### src/rtl/cpu_types_pkg.sv
// Shared CPU types: IF/ID payload width and the pipeline latch state.
// Imported by the latch and by any stage that instantiates it.
package cpu_types_pkg;

    localparam int IFID_W = 64;

    typedef logic [31:0] word_t;

    typedef enum logic [1:0] {
        EMPTY = 2'd0,
        ONE   = 2'd1,
        FULL  = 2'd2
    } latch_state_t;

endpackage

### src/rtl/pipe_skid_latch.sv
// Two-entry pipeline latch (main + skid) with registered in_ready,
// flush, optional bubble zeroing and a saturating stall counter.
module pipe_skid_latch
    import cpu_types_pkg::*;
#(
    parameter int WIDTH       = IFID_W,
    parameter bit ZERO_BUBBLE = 1'b1,
    parameter int CNT_W       = 16
) (
    input  logic             CLK,
    input  logic             nRST,
    input  logic             in_valid,
    input  logic [WIDTH-1:0] in_data,
    output logic             in_ready,
    output logic             out_valid,
    output logic [WIDTH-1:0] out_data,
    input  logic             out_ready,
    input  logic             flush,
    output logic [1:0]       occupancy,
    output logic [CNT_W-1:0] stall_cnt
);

    latch_state_t     state_q, state_d;
    logic [WIDTH-1:0] main_q, main_d;
    logic [WIDTH-1:0] skid_q, skid_d;
    logic [CNT_W-1:0] stall_q, stall_d;

    logic acc;
    logic cons;

    // Ready depends on state alone so out_ready never reaches in_ready.
    assign in_ready  = (state_q != FULL);
    assign out_valid = (state_q != EMPTY);
    assign occupancy = state_q;
    assign stall_cnt = stall_q;

    assign out_data = (ZERO_BUBBLE && !out_valid) ? '0 : main_q;

    assign acc  = in_valid && in_ready;
    assign cons = out_valid && out_ready;

    always_comb begin
        state_d = state_q;
        main_d  = main_q;
        skid_d  = skid_q;
        stall_d = stall_q;

        if (out_valid && !out_ready && (stall_q != '1)) begin
            stall_d = stall_q + CNT_W'(1);
        end

        if (flush) begin
            state_d = EMPTY;
            if (ZERO_BUBBLE) begin
                main_d = '0;
            end
        end else begin
            unique case (state_q)
                EMPTY: begin
                    if (acc) begin
                        state_d = ONE;
                        main_d  = in_data;
                    end
                end
                ONE: begin
                    if (acc && cons) begin
                        main_d = in_data;
                    end else if (acc) begin
                        state_d = FULL;
                        skid_d  = in_data;
                    end else if (cons) begin
                        state_d = EMPTY;
                        if (ZERO_BUBBLE) begin
                            main_d = '0;
                        end
                    end
                end
                FULL: begin
                    if (cons) begin
                        state_d = ONE;
                        main_d  = skid_q;
                    end
                end
                default: begin
                    state_d = EMPTY;
                end
            endcase
        end
    end

    always_ff @(posedge CLK or negedge nRST) begin
        if (!nRST) begin
            state_q <= EMPTY;
            main_q  <= '0;
            skid_q  <= '0;
            stall_q <= '0;
        end else begin
            state_q <= state_d;
            main_q  <= main_d;
            skid_q  <= skid_d;
            stall_q <= stall_d;
        end
    end

endmodule

### config.mk
export PLATFORM = sky130hd
export DESIGN_NAME = pipe_skid_latch
export DESIGN_NICKNAME = d
export VERILOG_FILES = /design/src/rtl/cpu_types_pkg.sv /design/src/rtl/pipe_skid_latch.sv
export SDC_FILE = /design/constraint.sdc
export NUM_CORES = 1
export LEC_CHECK = 0
export ABC_AREA = 1
export CAP_MARGIN = 5
export CORE_AREA = 5 5 128 142
export CTS_CLUSTER_SIZE = 20
export DETAILED_ROUTE_END_ITERATION = 6
export DIE_AREA = 0 0 133 147
export PLACE_DENSITY_LB_ADDON = 0.12
export REMOVE_ABC_BUFFERS = 1
export SYNTH_ARGS = -nofsm -noshare
export SYNTH_HDL_FRONTEND = slang
export SYNTH_SLANG_ARGS = --single-unit
### constraint.sdc
create_clock -name CLK -period 1.7 [get_ports CLK]
set_input_delay 0.255 -clock CLK [delete_from_list [all_inputs] [get_ports CLK]]
set_output_delay 0.255 -clock CLK [all_outputs]
set_load 0.005 [all_outputs]
==> flow_metrics.py <==
metrics = {
    "outcome": {
        "status": "finished with violations",
        "violations": "setup timing",
    },
    "final_layout": {
        "final_net_count": 1380,
        "diodes": 0,
        "syn_to_final_growth_pct": 53.3,
        "layout-drive-gt1-share": 0.265,
    },
    "logic_synthesis": {
        "synthFlopType": "dfrtp_1",
        "synth_top_area_cell": "dfrtp_1",
        "synth-seq-cells": 146,
        "yosys_warnings": 0,
        "ys_seq_area_frac": 0.478,
        "synth_top_cells_by_area": "dfrtp_1, nand2_1, nand3_1",
        "synth_edf_count": 0,
        "syn-mean-instance-area_um2": 7.12,
        "syn-cell-area_um2": 7650,
        "synth.distinct_cells": 24,
        "synth_top_area_frac": 0.478,
        "yosysMostFrequentCell": "nand2_1",
        "synth_commonest_cells": "nand2_1, dfrtp_1, nand3_1",
        "syn_inst": 1075,
        "synthArstFlopShare": 1.00,
    },
    "worst_setup_path": {
        "cp.arrival_ns": 2.30,
        "worst_path_max_delay_cell": "dfrtp_1",
        "worstPathRequired_ns": 2.02,
        "cp-start-kind": "register",
        "cp_max_fo": 12,
        "slowest_delay_ns": 0.38,
        "path_class": "reg -> reg",
        "path_cells": "inv_2 > ha_4 > buf_4 > clkbuf_16 > nand2_1 > nand2_4 > inv_4 > nand3_4 > buf_4 > clkbuf_16 > nand2_2 > nand2_1",
        "end_kind": "register",
    },
    "detailed_routing": {
        "drt_wl_total_um": 26000,
        "drt_iter0_markers": 738,
        "vias": 7783,
        "drc": 0,
        "postRouteAntennaNets": 0,
        "drt-pass1-iter-count": 5,
        "viasPerCell": 5.10,
        "wire_per_inst_um": 17.1,
    },
    "clock_tree": {
        "cts-root-buf": "clkbuf_16",
        "path_clk_slew_ns": 0.07,
        "cts_sinks": 146,
        "clock_latency_ns": 0.42,
        "htreeDepth": 4,
        "clockBufferDepth": 2,
        "tritoncts": "done",
        "cts_buffers": 17,
    },
    "pwr": {
        "power_mw": 21.3,
        "p_sw_frac": 0.391,
        "power.internal_mw": 12.9,
        "p_clk_frac": 0.188,
        "power_density_nw_per_um2": 1810,
        "irDropWorstVdd_v": 0.000938,
        "seqPwrFrac": 0.277,
        "p_comb_frac": 0.535,
        "power_leakage_nw": 6.07,
        "p_sw_mw": 8.32,
    },
    "sta": {
        "relSlewSlack": 0.703,
        "finalSetupViolCount": 192,
        "hold_violations": 0,
        "tightest_slew_ns": 0.445,
        "fin_hold_ws_ns": 0.314,
        "rsz0062_at_grt": "true",
        "layout_min_cycle_time_ns": 1.99,
        "finClkSkew_ns": 0.00722,
        "maxSlewViolCount": 0,
        "fmax_ghz": 0.503,
        "finalCritPeriodShare": 1.17,
        "finalWorstSetupSlack_ns": -0.289,
    },
    "floorplan": {
        "die_x_um": 133,
        "fp.coreArea_um2": 16700,
        "start_util": 0.458,
        "chipHeight_um": 147,
        "io_pins": 153,
        "die_area_um2": 19600,
        "rows": 50,
    },
    "place": {
        "dp_hpwl_um": 13600,
        "portBuffers": 152,
        "routabilityCongestion": 0.834,
    },
    "global_routing": {
        "first_global_vias": 7349,
        "globalRouteTotalUtil": 0.244,
        "grt-ovfl-total": 0,
        "grt_max_degree": 43,
        "grt_pass1_wl_um": 38500,
        "antenna_found_initial": 0,
    },
    "flow_run": {
        "drv_cap": 0,
    },
    "hold_path": {
        "hold_class": "in -> async",
    },
}
cell type report:
cell class	count	area, um2
clock buffer	17	425
clock inverter	15	194
fill	1307	4970
inverter	80	315
multi-input combinational	788	3830
sequential	146	3660
tap	208	260
timing repair buffer	273	3040
state kept, by name, summed over array words and instances, names as in the netlist:
| signal | count |
|---|---|
| stall_cnt | 16 |
| main_q | 64 |
| occupancy | 2 |
| skid_q | 64 |
worst max-delay path: cells and delay by family (launching register included):
| family | cells | cell delay [ns] |
|---|---|---|
| adders and majority gates | 1 | 0.19 |
| and+or+nand+nor | 5 | 0.48 |
| buffers and inverters | 6 | 0.84 |
| DFF | 1 | 0.38 |
metal layers:
layer,share of wire,vias to the layer above,GRT usage
li1,-,3755,-
met1,0.42,3666,0.324
met2,0.49,322,0.417
met3,0.069,40,0.0449
met4,0.021,0,0.0561
met5,0,-,0
logic make-up after synthesis:
group	synth area share
simple gates	0.417
fa+ha+maj	0.00818
xor+xnor	0.0114
compound gates	0.00327
flops	0.478
buf+inv	0.0823
what timing repair did:
action                                  CTS  global route
endpoints found under the setup margin  200           222
hold buffers                              1             0
hold endpoints to repair                 36             0
gates resized for setup                 232           185
buffers inserted                         32            24
pin swaps                                12            37
cloned                                   10            15
path summary, 6_finish.rpt:
check	cells past startpoint	startpoint	slack, ns	end
min in group CLK	3	in_data[8]	0.41	skid_q[8]
max in group asynchronous	3	nRST	0.81	skid_q[25]
min	2	nRST	0.31	skid_q[32]
min reg2reg	2	skid_q[37]	0.47	skid_q[37]
max	12	occupancy[1]	-0.29	main_q[11]
max reg2reg	12	occupancy[1]	-0.29	main_q[11]
placed cells by master, fill, tap and decap left out, types with 14 or more instances in the layout:
cell type,n
clkbuf_2,30
nand3_1,122
buf_6,24
buf_12,27
buf_2,19
inv_1,72
clkdlybuf4s50_1,83
buf_4,45
nand3_2,14
nand2_1,469
nor2_2,28
clkbuf_16,31
nor2_1,46
dfrtp_1,139
nand2_2,54
through the flow:
step,util,setup TNS (ns),worst slack [ns],area (um2),cells
finish,0.702,-28.55,-0.289,11700,1527
global route,0.702,-42.17,-0.357,11700,1527
CTS,0.658,-40.40,-0.341,11000,1497
detailed placement,0.581,-16.00,-0.179,9700,1422
global placement,0.581,-11.18,-0.124,9700,1422
floorplan,-,-405.18,-3.09,7320,1014
power groups by stage:
stage | sequential, mW | clock (mW) | combinational [mW]
after floorplan | 5.66 | 0 | 3.64
after global placement | 5.83 | 0 | 6.82
after detailed placement | 5.85 | 0 | 6.95
after CTS | 5.82 | 4.03 | 9.38
after global routing | 6.06 | 4.18 | 12.2
final | 5.90 | 3.99 | 11.4
Power figures use the tool's default switching activity.
